### src/rtl/pwm_pkg.sv
// pwm_pkg: shared state type and default sizing for the PWM generator
package pwm_pkg;

    typedef enum logic [1:0] {IDLE, RUN, STOP} pwm_state_t;

    localparam int DEF_WIDTH  = 4;
    localparam int DEF_PERIOD = 10;

endpackage

### src/rtl/pwm_gen_if.sv
// pwm_gen_if: duty-cycle valid/ready handshake between a controller and the PWM generator
interface pwm_gen_if
    import pwm_pkg::*;
#(
    parameter int WIDTH = DEF_WIDTH
);

    logic           duty_valid;
    logic [WIDTH:0] duty;
    logic           duty_ready;

    modport master (output duty_valid, output duty, input duty_ready);
    modport slave  (input duty_valid, input duty, output duty_ready);

endinterface

### src/rtl/pwm_gen_tick_edge.sv
// tick_edge: one-clk step pulse on each rising edge of the divided tick
module tick_edge (
    input  logic clk,
    input  logic rst_n,
    input  logic tick_in,
    output logic step
);

    logic tick_q;
    logic armed;

    // armed stays low for the first clk after reset so a tick already high at release is not an edge
    always_ff @(posedge clk or negedge rst_n) begin
        if (!rst_n) begin
            tick_q <= 1'b0;
            armed  <= 1'b0;
        end else begin
            tick_q <= tick_in;
            armed  <= 1'b1;
        end
    end

    assign step = armed & tick_in & ~tick_q;

endmodule

### src/rtl/pwm_gen.sv
// pwm_gen: step-counted PWM with a single-slot duty buffer applied at period boundaries
module pwm_gen
    import pwm_pkg::*;
#(
    parameter int WIDTH  = DEF_WIDTH,
    parameter int PERIOD = DEF_PERIOD
) (
    input  logic      clk,
    input  logic      rst_n,
    input  logic      tick_in,
    input  logic      en,
    pwm_gen_if.slave  bus,
    output logic      pwm_out,
    output logic      period_start,
    output logic      running
);

    localparam logic [WIDTH-1:0] LAST = WIDTH'(PERIOD - 1);
    localparam logic [WIDTH:0]   FULL = (WIDTH + 1)'(PERIOD);

    pwm_state_t     state;
    logic [WIDTH-1:0] cnt;
    logic [WIDTH-1:0] cnt_nxt;
    logic [WIDTH:0] active_duty;
    logic [WIDTH:0] active_nxt;
    logic [WIDTH:0] pending;
    logic           pend_full;
    logic           step;
    logic           wrap;
    logic           start;
    logic           load;
    logic           accept;
    logic           live_nxt;

    tick_edge u_tick (
        .clk     (clk),
        .rst_n   (rst_n),
        .tick_in (tick_in),
        .step    (step)
    );

    assign wrap   = step && (cnt == LAST);
    // a wrap in STOP only starts a period when en came back in the same clk
    assign start  = (state == IDLE) ? en : wrap && (state == RUN || en);
    assign load   = start && pend_full;
    assign accept = bus.duty_valid && !pend_full;
    // low only when the block will sit in IDLE next clk
    assign live_nxt   = (state == IDLE) ? en : !(state == STOP && !en && wrap);
    assign cnt_nxt    = (state == IDLE || wrap) ? '0 : cnt + WIDTH'(step);
    assign active_nxt = load ? pending : active_duty;

    assign bus.duty_ready = !pend_full;

    // state, counter, duty buffering and registered outputs, all judged on next-cycle values
    always_ff @(posedge clk or negedge rst_n) begin
        if (!rst_n) begin
            state        <= IDLE;
            cnt          <= '0;
            active_duty  <= '0;
            pending      <= '0;
            pend_full    <= 1'b0;
            pwm_out      <= 1'b0;
            period_start <= 1'b0;
            running      <= 1'b0;
        end else begin
            case (state)
                IDLE:    state <= en ? RUN : IDLE;
                RUN:     state <= en ? RUN : STOP;
                default: state <= en ? RUN : (wrap ? IDLE : STOP);
            endcase
            cnt          <= cnt_nxt;
            active_duty  <= active_nxt;
            if (accept)
                pending <= (bus.duty > FULL) ? FULL : bus.duty;
            pend_full    <= accept || (pend_full && !load);
            pwm_out      <= live_nxt && ({1'b0, cnt_nxt} < active_nxt);
            period_start <= start;
            running      <= live_nxt;
        end
    end

endmodule

### src/flat_wrapper.sv
// flat-port wrapper written by rule: the top's interface ports become plain ports
module pwm_gen_flat import pwm_pkg::*;
#(
    parameter int WIDTH  = DEF_WIDTH,
    parameter int PERIOD = DEF_PERIOD
)
  (clk, rst_n, tick_in, en, pwm_out, period_start, running, bus_duty_valid, bus_duty, bus_duty_ready);
  pwm_gen_if #(.WIDTH(WIDTH)) bus_i ();
  input  logic clk;
  input  logic rst_n;
  input  logic tick_in;
  input  logic en;
  output logic pwm_out;
  output logic period_start;
  output logic running;
  input wire logic [$bits(bus_i.duty_valid)-1:0] bus_duty_valid;
  input wire logic [$bits(bus_i.duty)-1:0] bus_duty;
  output wire logic [$bits(bus_i.duty_ready)-1:0] bus_duty_ready;
  assign bus_i.duty_valid = bus_duty_valid;
  assign bus_i.duty = bus_duty;
  assign bus_duty_ready = bus_i.duty_ready;
  pwm_gen #(.WIDTH(WIDTH), .PERIOD(PERIOD)) u_core (.clk(clk), .rst_n(rst_n), .tick_in(tick_in), .en(en), .bus(bus_i), .pwm_out(pwm_out), .period_start(period_start), .running(running));
endmodule
### config.mk
export PLATFORM = sky130hd
export DESIGN_NAME = pwm_gen_flat
export DESIGN_NICKNAME = d
export VERILOG_FILES = /design/src/rtl/pwm_pkg.sv /design/src/rtl/pwm_gen_if.sv /design/src/rtl/pwm_gen_tick_edge.sv /design/src/rtl/pwm_gen.sv /design/src/flat_wrapper.sv
export SDC_FILE = /design/constraint.sdc
export NUM_CORES = 1
export LEC_CHECK = 0
export CORE_MARGIN = 2
export CORE_UTILIZATION = 51
export CTS_CLUSTER_DIAMETER = 100
export CTS_CLUSTER_SIZE = 24
export DETAILED_ROUTE_END_ITERATION = 10
export PLACE_DENSITY = 0.84
export SYNTH_ARGS = -nofsm -noshare
export SYNTH_HDL_FRONTEND = slang
export SYNTH_SLANG_ARGS = --single-unit
### constraint.sdc
create_clock -name clk -period 3 [get_ports clk]
set_clock_uncertainty 0.2 [all_clocks]
set_input_delay 0.3 -clock clk [delete_from_list [all_inputs] [get_ports clk]]
set_output_delay 0.3 -clock clk [all_outputs]
set_load 0.005 [all_outputs]
### Yosys cells after proc, flatten, opt, wreduce, memory -nomap -nowiden

Index checks and enable logic that the tools add are counted.

| storage, ports and cells | value |
|---|---|
| output and inout port bits | 4 |
| input port bits | 10 |
| bits in registers | 22 |

| cells by class | value |
|---|---|
| multiplexer cells | 10 |
| order comparisons | 2 |
| $add $sub $neg | 1 |
| reduce and logical (&&, ||, !) cells | 16 |
| eq/ne operators | 3 |
| bitwise gates (word level) | 3 |

Operators with widths:

| kind | number |
|---|---|
| 5-bit 2-to-1 mux | 2 |
| 1-bit logical AND | 8 |
| 2-bit 2-to-1 mux | 3 |
| 5-bit by 4-bit greater-than comparator with 1-bit output (second input constant) | 1 |
| 4-bit by 5-bit < comparator with 1-bit output | 1 |
| 4-bit by 1-bit adder with 4-bit output | 1 |
| 4-bit == test (second input constant) | 1 |
| 1-bit logical NOT | 4 |
| 4-bit 2-to-1 mux | 1 |
| 2-bit one-hot mux with 2 select lines | 1 |
| 1-bit logical OR | 3 |
| 1-bit 2-to-1 mux | 3 |
| 1-bit AND | 2 |
| 2-bit by 1-bit == test with 1-bit output (second input constant) | 1 |
| 2-bit == test (second input constant) | 1 |
| 2-bit logical NOT | 1 |
| 1-bit inverter | 1 |

### Logic depth before layout (Yosys ltp)

Gate-level depths: netlist (run 1).

| logic depth | value |
|---|---|
| word-level depth | 9 |
| depth in mapped cells | 11 |
| mapped depth without buffers | 11 |

### By module

From an unflattened synthesis (run 1), not the netlist that was laid out.

| unflattened totals | value |
|---|---|
| cells, all modules | 87 |
| area total of the unflattened synthesis | 987.2 sq um |

By module, submodules not included:

| module | area each (sq um) | sequential area each (sq um) | times used | cells each |
|---|---|---|---|---|
| pwm_gen | 924.6 | 500.5 | 1 | 83 |
| tick_edge | 62.6 | 50.0 | 1 | 4 |

### Worst setup path after synthesis (run 1)

No wires, ideal clock.

| path | value |
|---|---|
| path kind | register -> register |
| from | register u_core.cnt[0] |
| to | register u_core.pwm_out |
| period minus slack after synthesis | 2508 ps |
| arrival | 2221 ps |
| required time | 2713 ps |
| cell stages (with the launch flop) | 12 |
| buffers on the path | 0 |
| slack | 492 ps |
| library setup time | 87 ps |
| path through | dfrtp_1 -> nand4b_4 -> inv_1 -> a22o_1 -> o21ai_2 -> mux2i_1 -> ha_1 -> a21o_1 -> a21oi_1 -> o21a_1 -> nand4_1 -> o211ai_1 |

| between the ends | value |
|---|---|
| cells in the longest elaborated chain, start to end | 8 |
| elaborated cells on any way between the ends | 14 |
| classes of those cells | add/sub: 1; order compare: 1; eq/ne: 1; mux: 4; reduce/logical: 7 |

RTL lines:

| element | line | source |
|---|---|---|
| from (decl) | pwm_gen.sv:22 | `logic [WIDTH-1:0] cnt;` |
| from (signal assigned) | pwm_gen.sv:71 | `cnt <= cnt_nxt;` |
| 4-bit == test | pwm_gen.sv:42 | `assign wrap = step && (cnt == LAST);` |
| 1-bit logical AND | pwm_gen.sv:42 |  |
| 1-bit logical AND | pwm_gen.sv:44 | `assign start = (state == IDLE) ? en : wrap && (state == RUN \|\| en);` |
| 1-bit 2-to-1 mux | pwm_gen.sv:44 |  |
| 1-bit logical AND | pwm_gen.sv:45 | `assign load = start && pend_full;` |
| 5-bit 2-to-1 mux | pwm_gen.sv:50 | `assign active_nxt = load ? pending : active_duty;` |
| 4-bit by 5-bit < comparator with 1-bit output | pwm_gen.sv:76 | `pwm_out <= live_nxt && ({1'b0, cnt_nxt} < active_nxt);` |
| 1-bit logical AND (*) | pwm_gen.sv:76 |  |
| to (signal assigned) | pwm_gen.sv:76 |  |
| to (decl) | pwm_gen.sv:13 | `output logic pwm_out,` |

Every way passes the cells marked *; elsewhere a longest branch is shown, timed or not.
A chain may end at the register's enable or synchronous reset.

### Worst setup path after layout (run 1)

| path | value |
|---|---|
| from | register u_core.cnt[1] |
| to | register u_core.pwm_out |

The elaborated chain is that of the path after synthesis.

==> out/qor.yml, run 1 <==
synth.area.mux_share_pct: 3.947
syn_to_final_growth_pct: 21.65
ant_nets: 0
fmax_mhz: 368.6
avgSynthCellArea_um2: 10.90
clkSinkCount: 22
timing.final.crit_share_pct: 90.43
syn-num-nets: 110
place_area_um2: 1236
num_antenna_cells: 0
ys_seq_area_share_pct: 52.63
synth_compound_area_share_pct: 15.31
arrival_ns: 2.75
fin_total_pwr_mw: 0.7718
multiInputGateArea_um2: 457.9
slowest_delay_ns: 0.45
track_usage_pct: 18.34
path_cells: "or3b_4 -> nor3_4 -> o21ai_2 -> buf_4 -> mux2i_1 -> ha_1 -> a21o_1 -> a21oi_1 -> o21a_1 -> nand4_1 -> o211ai_1"
layout-drive-gt1-share_pct: 12.07
ir_drop_mv: 0.3955
fin_crit_ns: 2.713
critPathLaunchType: "flop"
power_per_cell_area_nw_per_um2: 606.5
yosys.area_share.simple_pct: 17.70
totalWireLength_mm: 1.889
finalSetupViolCount: 0
critPathTopFamily: "simple AND/OR/NAND/NOR gates"
grt_antenna_before_repair: 0
required_ns: 3.03
cts.clk_slew.worst_paths_ns: 0.12
register_area_um2: 550.5
rr_startpoint: "u_core.cnt[1]"
critPathSlowestCell: "or3b_4"
grt_pass1_wl_mm: 3.394
path_max_fanout: 5
reg2reg_depth: 11
initial_core_util_pct: 53.87
relSlewSlack_pct: 37.14
place_inst: 139
hpwl_mm: 1.511
rsz0062_at_grt: "false"
power.leakage_nw: 0.6299
whs_ns: 0.2961
fillCellCount: 167
critPathKind: "flop to flop"
ys_ff_latch: 22
placementRows: 16
die_w_um: 49.29
grt_overflow: 0
instances_no_fill: 143
worst_pin_slew_ns: 0.9399
slew_violations: 0
core-area_um2: 1942
cts_setup_buffers: 0
power_switching_mw: 0.2266
drt-initial-drc-count: 12
ff2ff_setup_slack_ns: 0.29
netlist_instances: 96
fin_tns_setup_ns: 0
ctsHoldBuffers: 0
numCtsBuffers: 3
worst_slack_ns: 0.2871
pwr-share-clk_pct: 21.0
max_cap_violations: 0
cts_tree: "done"
synth_top_family_by_area: "simple AND/OR/NAND/NOR gates"
cp.buffers_inverters: 1
synth_cell_types: 38
end_kind: "flop"
wl_per_cell_um: 13.21
grt_pass1_vias: 777
drc: 0
die_y_um: 49.29
root_buffer: "clkbuf_4"
p_sw_share_pct: 29.36
postCtsResizedCells: 0
pre_cts_ws_ns: -0.02856
htreeDepth: 1
grt_max_degree: 23
p_comb_share_pct: 27.3
synthAdderAreaFrac_pct: 4.785
r2r-end: "u_core.pwm_out"
clk_latency_ns: 0.31
hold_class: "primary input to asynchronous set/reset pin"
sequentialPowerShare_pct: 51.8
first_pass_iters: 4
io_pins: 14
final_area_um2: 1272
nets: 131
post-route-util_pct: 65.53
viasPerCell: 5.448
intPower_mw: 0.5452
die-area_um2: 2429
hold_viol_final: 0
netlist_area_um2: 1046
status: "finished clean"
place.gp.congestion: 0.8440
clock_path_buffers: 2
vias: 779
synth_warnings: 0
port_buffers: 13
synth_xor_area_share_pct: 1.675
==> Yosys cell counts (all sizes together) <==
cell type / count / share of area (%)
dfrtp: 22 / 53
inv: 9 / 3.2
o21ai: 8 / 4.2
nand2: 7 / 2.5
nor2: 7 / 2.5
ha: 4 / 4.8
a21oi: 3 / 1.4
mux2i: 3 / 2.9
a21o: 2 / 1.4
a22o: 2 / 1.7
and2: 2 / 1.2
nor3: 2 / 2.0
o21a: 2 / 1.4
or2: 2 / 1.2
a211oi: 1 / 0.72
a221o: 1 / 0.96
a22oi: 1 / 0.72
a311oi: 1 / 0.84
a31oi: 1 / 0.60
clkbuf: 1 / 0.36
conb: 1 / 0.36
mux2: 1 / 1.1
nand3: 1 / 0.48
nand3b: 1 / 0.72
nand4: 1 / 0.60
nand4b: 1 / 2.3
nor2b: 1 / 0.60
nor4b: 1 / 0.84
nor4bb: 1 / 0.96
o211ai: 1 / 0.72
o22ai: 1 / 0.60
or2b: 1 / 0.72
or3b: 1 / 1.1
xnor2: 1 / 0.84
xor2: 1 / 0.84
==> how the worst max path moves through the flow <==
stage,to,from,depth (start not counted)
after floorplan,u_core.pwm_out,u_core.cnt[0],11
after detailed placement,u_core.pwm_out,tick_in,13
after global placement,u_core.pwm_out,tick_in,12
after global routing,u_core.pwm_out,u_core.cnt[2],11
final,u_core.pwm_out,u_core.cnt[1],11
after CTS,u_core.pwm_out,u_core.cnt[1],11
==> final cells by class <==
type,instances,share of cell area (%)
inverters,9,2.655
flip-flops and latches,22,43.26
well taps,27,2.655
repair buffers,17,12.59
clock buffers,4,2.852
multi-input cells,64,35.99
==> cell usage in the layout, fill, tap and decap left out, types with 2 or more instances in the layout <==
cell type        instances
a21o_1                   2
a21oi_1                  3
a22o_1                   2
and2_1                   2
buf_4                    4
clkbuf_4                 3
clkdlybuf4s50_1         13
dfrtp_1                 22
ha_1                     4
inv_1                    9
mux2i_1                  3
nand2_1                  7
nor2_1                   7
o21a_1                   2
o21ai_0                  7
==> layer usage <==
layer,wire length (um),vias up,GRT usage (%)
met5,0,-,0
met4,19,0,4.286
met3,88,3,3.067
met2,964,25,32.21
met1,817,373,23.45
li1,-,378,-
==> power by group through the flow <==
stage	sequential [mW]	combinational, mW	clock, mW
floorplan	0.398	0.129	0
global placement	0.403	0.199	0
detailed placement	0.406	0.212	0
CTS	0.399	0.214	0.165
global route	0.408	0.240	0.177
finish	0.400	0.210	0.162
==> cell families after synthesis <==
family | count (synthesis)
DFF | 22
AOI/OAI and AO/OA | 24
other | 1
xor gates and xnor gates | 2
and+or+nand+nor | 29
muxes | 4
adders and majority gates | 4
buffers and inverters | 10
==> worst reg2reg max path, delay by kind of cell, from the launching register on <==
kind	cells	cell delay, ns
muxes	1	0.14
AOI/OAI and AO/OA	5	0.73
adders and majority gates	1	0.21
and+or+nand+nor	3	0.77
buffers and inverters	1	0.15
DFF	1	0.44
==> flip-flops by register name, indices dropped and copies added, names as in the netlist <==
| name | cells |
|---|---|
| u_core.pwm_out | 1 |
| u_core.u_tick.armed | 1 |
| u_core.cnt | 4 |
| u_core.pending | 5 |
| u_core.active_duty | 5 |
| u_core.period_start | 1 |
| u_core.running | 1 |
| u_core.u_tick.tick_q | 1 |
| u_core.pend_full | 1 |
| u_core.state | 2 |
No activity file was read; power rests on OpenSTA's default activity.
==> run 2: changes to the inputs <==
SLEW_MARGIN = 20   (was not set)
TNS_END_PERCENT = 30   (was not set)
==> results of run 2 <==
The final DEF is identical to that of run 1; final timing and power are the same.
==> run 3: changes to the inputs <==
DONT_BUFFER_PORTS = 1   (was not set)
PLACE_DENSITY = 0.75   (was 0.84)
TNS_END_PERCENT = not set   (was 30)
==> out/qor.yml, run 3 (synthesis gave the netlist of run 1 again) <==
viasPerCell: 5.599  # +2.8%
grt_pass1_wl_mm: 3.429  # +1.0%
critPathSlowestCell: "dfrtp_1"
clock_path_buffers: 2  # unchanged
die_y_um: 49.29  # unchanged
hpwl_mm: 1.370  # -9.3%
layout.cells.most_common: "dfrtp_1"
clkSinkCount: 22  # unchanged
num_antenna_cells: 0  # unchanged
path_max_fanout: 7  # +2
vias: 767  # -1.5%
grt_pass1_vias: 791  # +1.8%
die-area_um2: 2429  # unchanged
drt-initial-drc-count: 14  # +2
grt_antenna_before_repair: 0  # unchanged
max_cap_violations: 0  # unchanged
numCtsBuffers: 3  # unchanged
end_kind: "flop"
grt_overflow: 0  # unchanged
pre_cts_ws_ns: 0.2102  # +0.2388 ns
hold_viol_final: 0  # unchanged
power.leakage_nw: 0.6146  # -2.4%
fmax_mhz: 355.1  # -3.7%
fin_tns_setup_ns: 0  # unchanged
hold_class: "primary input to flop"
ir_drop_mv: 0.4280  # +8.2%
core-area_um2: 1942  # unchanged
cts_tree: "done"
reg_top3: "u_core.active_duty: 5 flops, u_core.pending: 5 flops, u_core.cnt: 4 flops"
io_pins: 14  # unchanged
grt_max_degree: 23  # unchanged
rsz0062_at_grt: "false"
place.gp.congestion: 0.8482  # +0.50%
drc: 0  # unchanged
ant_nets: 0  # unchanged
path_cells: "nand4b_4 -> inv_1 -> a22o_1 -> o21ai_2 -> mux2i_1 -> ha_1 -> a21o_1 -> a21oi_1 -> o21a_1 -> nand4_1 -> o211ai_1"
postCtsResizedCells: 0  # unchanged
multiInputGateArea_um2: 457.9  # unchanged
root_buffer: "clkbuf_4"
totalWireLength_mm: 1.940  # +2.7%
timing.final.crit_share_pct: 93.87  # +3.4 points
finalSetupViolCount: 0  # unchanged
required_ns: 3.03  # about the same
fillCellCount: 175  # +4.8%
worst_slack_ns: 0.1839  # -0.1032 ns
first_pass_iters: 4  # unchanged
track_usage_pct: 18.29  # -0.054 points
initial_core_util_pct: 53.87  # unchanged
arrival_ns: 2.85  # +0.10 ns
htreeDepth: 1  # unchanged
critPathLaunchType: "flop"
nets: 125  # -4.6%
layout-drive-gt1-share_pct: 10.91  # -1.2 points
clk_latency_ns: 0.31  # about the same
layout_common_cells: "dfrtp_1, inv_1, dlygate4sd3_1"
power_per_cell_area_nw_per_um2: 653.1  # +7.7%
cts.clk_slew.worst_paths_ns: 0.12  # about the same
critPathKind: "flop to flop"
register_area_um2: 550.5  # unchanged
placementRows: 16  # unchanged
die_w_um: 49.29  # unchanged
status: "finished clean"
syn_to_final_growth_pct: 17.70
slew_violations: 0  # unchanged
slowest_delay_ns: 0.44  # about the same
port_buffers: 0  # -13
wl_per_cell_um: 14.16  # +7.2%
fin_crit_ns: 2.816  # +0.1032 ns
[run 3: cell count changes in the layout (fill, tap and decap cells not counted), sizes merged]
cell / change
clkdlybuf4s50: -13
dlygate4sd3: +9
buf: -2
bufinv: +1
clkbuf: -1
[run 3: repair_timing]
| item | CTS | global route |
|---|---|---|
| buffers inserted | 0 | 0 |
| hold buffers | 9 | 1 |
| endpoints found under the hold margin | 29 | 22 |
[run 3: final timing paths]
check / to / cells past startpoint / slack (ns) / start
setup / recovery: u_core.pwm_out / 11 / 0.18 / u_core.cnt[0]
hold / removal: u_core.pending[2] / 2 / 0.02 / bus_duty[3]
setup reg to reg: u_core.pwm_out / 11 / 0.18 / u_core.cnt[0]
hold reg to reg: u_core.pending[4] / 1 / 0.30 / u_core.pending[4]
max in group asynchronous: u_core.state[0] / 2 / 2.00 / rst_n
min in group asynchronous: u_core.active_duty[0] / 2 / 0.26 / rst_n
[run 3: critical path: cells and delay by family (launching register included)]
kind            cells  cell delay [ns]
flops               1             0.44
compound gates      6             1.19
fa+ha+maj           1             0.28
buf+inv             1             0.09
simple gates        2             0.24
mux                 1             0.29
[run 3: report_power, final]
group | switching, mW | internal, mW | total (mW)
Combinational | 0.0955 | 0.0802 | 0.176
Clock | 0.0903 | 0.135 | 0.225
Sequential | 0.0387 | 0.364 | 0.403
Total | 0.224 | 0.580 | 0.804
[run 3: layout make-up]
type,count,share of cell area [%]
multi-input cells,64,37.20
clock inverters,1,2.439
clock buffers,3,1.829
inverters,9,2.744
repair buffers,11,8.333
well taps,27,2.744
flip-flops and latches,22,44.72
[run 3: per-stage QoR]
step	power, mW	area [um2]	instances	hold slack (ns)	util (%)
6_report	0.8040	1231	137	0.02311	63.40
5_1_grt	0.8576	1231	137	0.02276	63.40
4_1_cts	0.8058	1226	136	0.01673	63.14
3_5_place_dp	0.5664	1084	123	-0.1952	55.80
3_3_place_gp	0.5565	1084	123	-0.1952	55.80
2_1_floorplan	0.5262	1046	96	-0.1956	-
[run 3: layer usage]
layer	GRT usage [%]	share of wire (%)	wire length, um
met1	23.09	45	871
met2	31.08	48	931
met3	6.135	6.1	118
met4	2.381	0.98	19
met5	0	0	0
